--- config.mk ---
export PLATFORM = sky130hd
export DESIGN_NAME = vpu_req_arbiter
export DESIGN_NICKNAME = d
export VERILOG_FILES = /design/src/rtl/vpu_pkg.sv /design/src/rtl/vpu_rr_pick.sv /design/src/rtl/vpu_req_arbiter.sv
export SDC_FILE = /design/constraint.sdc
export NUM_CORES = 1
export LEC_CHECK = 0
export BUFFER_PORTS_ARGS = -buffer_cell sky130_fd_sc_hd__buf_2
export CELL_PAD_IN_SITES_DETAIL_PLACEMENT = 1
export CELL_PAD_IN_SITES_GLOBAL_PLACEMENT = 1
export CORE_ASPECT_RATIO = 1.25
export CORE_MARGIN = 1.5
export CORE_UTILIZATION = 35
export DETAILED_ROUTE_END_ITERATION = 6
export HOLD_SLACK_MARGIN = 0.15
export PLACE_DENSITY_LB_ADDON = 0.15
export RECOVER_POWER = 25
export SLEW_MARGIN = 25
export SYNTH_ARGS = -nofsm -noshare
export SYNTH_HDL_FRONTEND = slang
export SYNTH_SLANG_ARGS = --single-unit
--- constraint.sdc ---
create_clock -name clk -period 7.1 [get_ports clk]
set_input_delay 1.065 -clock clk [delete_from_list [all_inputs] [get_ports clk]]
set_output_delay 1.065 -clock clk [all_outputs]
set_load 0.02 [all_outputs]
--- src/rtl/vpu_pkg.sv ---
// Shared VPU definitions: instruction layout, arbiter state encoding, constants.
package vpu_pkg;

   localparam int unsigned OP_W = 8;
   localparam int unsigned FIELD_W = 6;
   // Host-map address of the VPU instruction port
   localparam logic [15:0] INST_ADDR = 16'h0040;

   typedef struct packed {
      logic [OP_W-1:0]    opcode;
      logic [FIELD_W-1:0] a;
      logic [FIELD_W-1:0] b;
      logic [FIELD_W-1:0] c;
      logic [FIELD_W-1:0] imm;
   } inst_t;

   typedef enum logic [1:0] {
      StIdle,
      StIssue,
      StWait,
      StRetire
   } arb_state_t;

endpackage

--- src/rtl/vpu_rr_pick.sv ---
// Round-robin pick: first valid requester strictly after rr_ptr, wrapping.
module vpu_rr_pick
   import vpu_pkg::*;
#(
   parameter int unsigned NUM_REQ = 4,
   parameter int unsigned IDX_W   = 2
) (
   input  logic [NUM_REQ-1:0] req_valid,
   input  logic [IDX_W-1:0]   rr_ptr,
   output logic [NUM_REQ-1:0] grant,
   output logic [IDX_W-1:0]   grant_idx,
   output logic               any
);

   // Scan NUM_REQ positions starting one past the pointer; first hit wins
   always_comb begin
      int unsigned j;
      grant     = '0;
      grant_idx = '0;
      any       = 1'b0;
      j         = 0;
      for (int unsigned k = 1; k <= NUM_REQ; k++) begin
         j = (int'(rr_ptr) + k) % NUM_REQ;
         if (!any && req_valid[IDX_W'(j)]) begin
            any                  = 1'b1;
            grant[IDX_W'(j)]     = 1'b1;
            grant_idx            = IDX_W'(j);
         end
      end
   end

endmodule

--- src/rtl/vpu_req_arbiter.sv ---
// Round-robin arbiter sharing one VPU between NUM_REQ requesters, one instruction in flight.
// Optional WAIT watchdog enabled by defining VPU_ARB_TIMEOUT_EN.
module vpu_req_arbiter
   import vpu_pkg::*;
#(
   parameter int unsigned NUM_REQ   = 4,
   parameter int unsigned INST_W    = $bits(inst_t),
   parameter int unsigned TIMEOUT_W = 8
) (
   input  logic                          clk,
   input  logic                          rst,
   input  logic [NUM_REQ-1:0]            req_valid,
   input  logic [NUM_REQ-1:0][INST_W-1:0] req_inst,
   output logic [NUM_REQ-1:0]            req_ready,
   output logic [NUM_REQ-1:0]            req_done,
   output logic                          req_err,
   output logic [INST_W-1:0]             vpu_inst,
   output logic                          vpu_start,
   input  logic                          vpu_done,
   output logic                          busy,
   output logic [$clog2(NUM_REQ)-1:0]    grant_id
);

   localparam int unsigned IDX_W = $clog2(NUM_REQ);

   arb_state_t          state_q, state_d;
   logic [INST_W-1:0]   inst_q, inst_d;
   logic [IDX_W-1:0]    gid_q, gid_d;
   logic [IDX_W-1:0]    rr_q, rr_d;
   logic [NUM_REQ-1:0]  pick_grant;
   logic [IDX_W-1:0]    pick_idx;
   logic                pick_any;
   logic                tmo_hit;

   vpu_rr_pick #(
      .NUM_REQ (NUM_REQ),
      .IDX_W   (IDX_W)
   ) u_pick (
      .req_valid (req_valid),
      .rr_ptr    (rr_q),
      .grant     (pick_grant),
      .grant_idx (pick_idx),
      .any       (pick_any)
   );

`ifdef VPU_ARB_TIMEOUT_EN
   localparam logic [TIMEOUT_W-1:0] TmoLast = {{(TIMEOUT_W-1){1'b1}}, 1'b0};

   logic [TIMEOUT_W-1:0] tmo_q, tmo_d;
   logic                 err_q, err_d;

   // Terminal WAIT cycle: the counter reaches all-ones on this cycle's increment
   assign tmo_hit = (state_q == StWait) && (tmo_q == TmoLast);

   // Watchdog counter and abort flag; vpu_done on the terminal cycle wins
   always_comb begin
      tmo_d = tmo_q;
      err_d = err_q;
      if (state_q == StIssue) begin
         tmo_d = '0;
         err_d = 1'b0;
      end else if (state_q == StWait) begin
         tmo_d = tmo_q + 1'b1;
         err_d = tmo_hit && !vpu_done;
      end
   end

   // Watchdog state
   always_ff @(posedge clk or posedge rst) begin
      if (rst) begin
         tmo_q <= '0;
         err_q <= 1'b0;
      end else begin
         tmo_q <= tmo_d;
         err_q <= err_d;
      end
   end

   assign req_err = (state_q == StRetire) && err_q;
`else
   assign tmo_hit = 1'b0;
   assign req_err = 1'b0;
`endif

   // Next-state, instruction latch, owner and round-robin pointer
   always_comb begin
      state_d = state_q;
      inst_d  = inst_q;
      gid_d   = gid_q;
      rr_d    = rr_q;
      unique case (state_q)
         StIdle: begin
            if (pick_any) begin
               inst_d  = req_inst[pick_idx];
               gid_d   = pick_idx;
               state_d = StIssue;
            end
         end
         StIssue: state_d = StWait;
         StWait: begin
            if (vpu_done || tmo_hit) state_d = StRetire;
         end
         StRetire: begin
            rr_d    = gid_q;
            state_d = StIdle;
         end
         default: state_d = StIdle;
      endcase
   end

   // Arbiter state registers
   always_ff @(posedge clk or posedge rst) begin
      if (rst) begin
         state_q <= StIdle;
         inst_q  <= '0;
         gid_q   <= '0;
         rr_q    <= IDX_W'(NUM_REQ - 1);
      end else begin
         state_q <= state_d;
         inst_q  <= inst_d;
         gid_q   <= gid_d;
         rr_q    <= rr_d;
      end
   end

   // Ready is gated by rst so it reads 0 during an asynchronous reset
   assign req_ready = ((state_q == StIdle) && !rst) ? pick_grant : '0;
   assign req_done  = (state_q == StRetire) ? (NUM_REQ'(1) << gid_q) : '0;
   assign vpu_start = (state_q == StIssue);
   assign busy      = (state_q != StIdle);
   assign vpu_inst  = inst_q;
   assign grant_id  = gid_q;

endmodule

==> results.ini <==
[timing]
timing.final.crit_period_ns=4.42
slew_viol_final=40
grt_setup_unrepaired=false
max-slew-margin-rel_pct=-5.92
clock.fmax_ghz=0.226
timing.clock.skew_ns=0.00627
tns_ns=0
fin_crit_sh_pct=62.3
hold_violations=0
max_slew.worst_pin.slew_ns=1.59
setup_viol_count_final=0

[pwr]
power.total_uw=2110
vdd_ir_drop_max_mv=0.174
share_comb_of_total_power_pct=69.7
intPower_uw=1030
leakage_uw=0.00219
switching_share_pct=51.2
pwr-share-clk_pct=10.9
seq_power_share_pct=19.3
switching_power_uw=1080
cellPowerDensity_nw_per_um2=468

[route]
postRouteWirelength_um=12500
routed-via-count=3950
wire_per_inst_um=17.7
drt_first_iter_violations=156
viasPerCell=5.61
post-route-drc-count=0
drt-pass1-iter-count=4
postRouteAntennaNets=0

[place]
globalplace.congestion=0.772
post-dp-hpwl_um=9280
placed_standard_cell_area_um2=4370
place.detailed.instances=695
io_buffer_count=178

[finish]
layout.core_utilization_pct=47.0
final_net_count=724
layout.cells.non_filler=704
areaGrowthSynthToFinish_pct=31.1
layout.filler_cells=1233
finish.instance_area_um2=4520
drive_gt1_share_pct=35.4

[setup_path]
worstPathCellList=inv_1 > ha_1 > mux4_2 > and2b_1 > a22oi_1 > nor2_1 > a221oi_1 > nor2_1 > buf_2
critPathMaxFanout=39
timing.reg2reg.worst_path_depth=10
rr_startpoint=rr_q[0]$_DFFE_PP1P_
worst-r2r-setup-slack_ns=2.70
slowest_stage=sky130_fd_sc_hd__inv_1
crit_required_ns=6.03
end_kind=output pin
crit_type=register to output pin
timing.rr.end=vpu_inst[9]$_DFFE_PP0P_
crit_path_frequent_cell=sky130_fd_sc_hd__nor2_1
timing.critical_path.arrival_ns=3.36
crit_path_max_incr_delay_ns=0.96
timing.critical_path.from_type=register

[synth]
synthMostInstantiatedCell=sky130_fd_sc_hd__nand2_1
synthesis.nets=575
asyncSetResetFlopFracSynth_pct=100
synth-warning-count=0
synth.top_cell.area_share_pct=26.1
post_synth_inst_count=427
dominantRegCellSynth=sky130_fd_sc_hd__dfrtp_1
part_of_the_yosys_area_used_for_sequential_elements_pct=27.6
synthesis.area_per_instance_um2=8.08
yosysUniqueCellTypes=48
netlist_top_cells_area=sky130_fd_sc_hd__dfrtp_1, sky130_fd_sc_hd__mux2i_1, sky130_fd_sc_hd__o2111ai_1
synth-edff-count=0
top_cell_types_by_occurrence_after_synthesis=sky130_fd_sc_hd__nand2_1, sky130_fd_sc_hd__dfrtp_1, sky130_fd_sc_hd__mux2i_1, sky130_fd_sc_hd__o21ai_0, sky130_fd_sc_hd__clkbuf_1
synth-seq-cells=38
post_syn_area_um2=3450
yosysTopAreaCell=sky130_fd_sc_hd__dfrtp_1

[global_routing]
grt_antenna_before_repair=2
grt_first_pass_wirelength_um=20400
globalRouteOverflowTotal=0
first_global_vias=4235
groute.usage.overall_pct=24.3
grt_max_degree=78

[die]
die-height_um=114
core_region_area_um2=9610
die_w_um=91.8
initial_core_util_pct=35.9
die_area_um2=10500
i_o_pin_count=180
std_cell_rows=40

[clock_tree]
worst_setup_hold_path_clk_slew_ns=0.06
clock-root-buffer=sky130_fd_sc_hd__clkbuf_16
tritoncts=yes
cts_max_path_buffers=2
postCtsSetupRepairBufs=0
cts_resized=0
numCtsBuffers=5
clock_latency_ns=0.29
cts_hold_repair.buffers=0
cts_num_sinks=38
htreeDepth=2

[min_path]
worst_hold_path.num_cells=2
hold_path.class=register to register
hp-start=vpu_inst[15]$_DFFE_PP0P_
holdPathEnd=vpu_inst[15]$_DFFE_PP0P_

[run_status]
violations=capacitance limit, slew limit
outcome=finished, violations left

[flow_run]
maxcap_violations=1

==> power groups by stage <==
stage	registers (uW)	logic (uW)	clock network, uW
after floorplan	518	1020	0
after global placement	413	1430	0
after detailed placement	414	1490	0
after CTS	412	1490	236
after global routing	425	1630	243
final	409	1470	231
==> layer usage <==
metal | global-route usage (%) | vias to the layer above | wire length, um
met2 | 45.8 | 110 | 6680
met1 | 28.5 | 1928 | 5070
met5 | 0 | - | 10
met4 | 6.46 | 2 | 173
met3 | 3.73 | 14 | 547
li1 | - | 1896 | -
==> critical path, delay by kind of cell (launching register included) <==
family | cells | cell delay, ns
buf+inv | 2 | 1.12
fa+ha+maj | 1 | 0.44
compound gates | 2 | 0.42
simple gates | 3 | 0.40
flops | 1 | 0.37
mux | 1 | 0.33
==> state kept, by name (all words and copies together) (netlist names) <==
name	count
grant_id	2
rr_q	2
vpu_inst	32
state_q	2
==> through the flow <==
step	worst slack [ns]	hold WS, ns
global placement	3.06	0.480
detailed placement	2.93	0.484
global route	2.40	0.523
CTS	2.96	0.499
floorplan	3.46	0.528
finish	2.68	0.492
==> kinds of logic after synthesis <==
logic type	Yosys count	synth area share [%]
compound gates	124	26.1
fa+ha+maj	13	4.72
xor+xnor	1	0.254
other cells	1	0.109
buf+inv	52	6.93
flops	38	27.6
mux	39	12.4
simple gates	159	21.8
==> worst max path at each step <==
stage	from	endpoint
after detailed placement	req_valid[1]	vpu_inst[9]$_DFFE_PP0P_
after global placement	req_valid[1]	vpu_inst[9]$_DFFE_PP0P_
after global routing	rr_q[0]$_DFFE_PP1P_	req_ready[3]
after floorplan	req_valid[0]	req_ready[0]
after CTS	rr_q[0]$_DFFE_PP1P_	vpu_inst[9]$_DFFE_PP0P_
final	rr_q[0]$_DFFE_PP1P_	req_ready[3]
==> cell type report <==
class	count	area (um^2)	area share, %
multi-input cells	337	2280	50.6
flip-flops and latches	38	953	21.1
repair buffers	184	936	20.7
well taps	126	158	3.49
clock buffers	7	143	3.16
inverters	10	37.5	0.831
clock inverters	1	5.00	0.111
diodes	1	2.50	0.0554
==> cells in the final DEF (no fill, tap or decap), types with 4 or more instances in the layout <==
cell type,count
sky130_fd_sc_hd__o21ai_0,34
sky130_fd_sc_hd__buf_4,6
sky130_fd_sc_hd__inv_1,10
sky130_fd_sc_hd__o2111ai_1,28
sky130_fd_sc_hd__o211ai_1,28
sky130_fd_sc_hd__clkbuf_16,5
sky130_fd_sc_hd__buf_2,178
sky130_fd_sc_hd__or3_1,28
sky130_fd_sc_hd__a221oi_1,5
sky130_fd_sc_hd__dfrtp_1,36
sky130_fd_sc_hd__nor2_1,19
sky130_fd_sc_hd__nand2_1,65
sky130_fd_sc_hd__a21oi_1,7
sky130_fd_sc_hd__nand3_1,28
sky130_fd_sc_hd__mux2i_1,35
sky130_fd_sc_hd__ha_1,13
sky130_fd_sc_hd__a22oi_1,4
(Power assumes the default switching activity.)
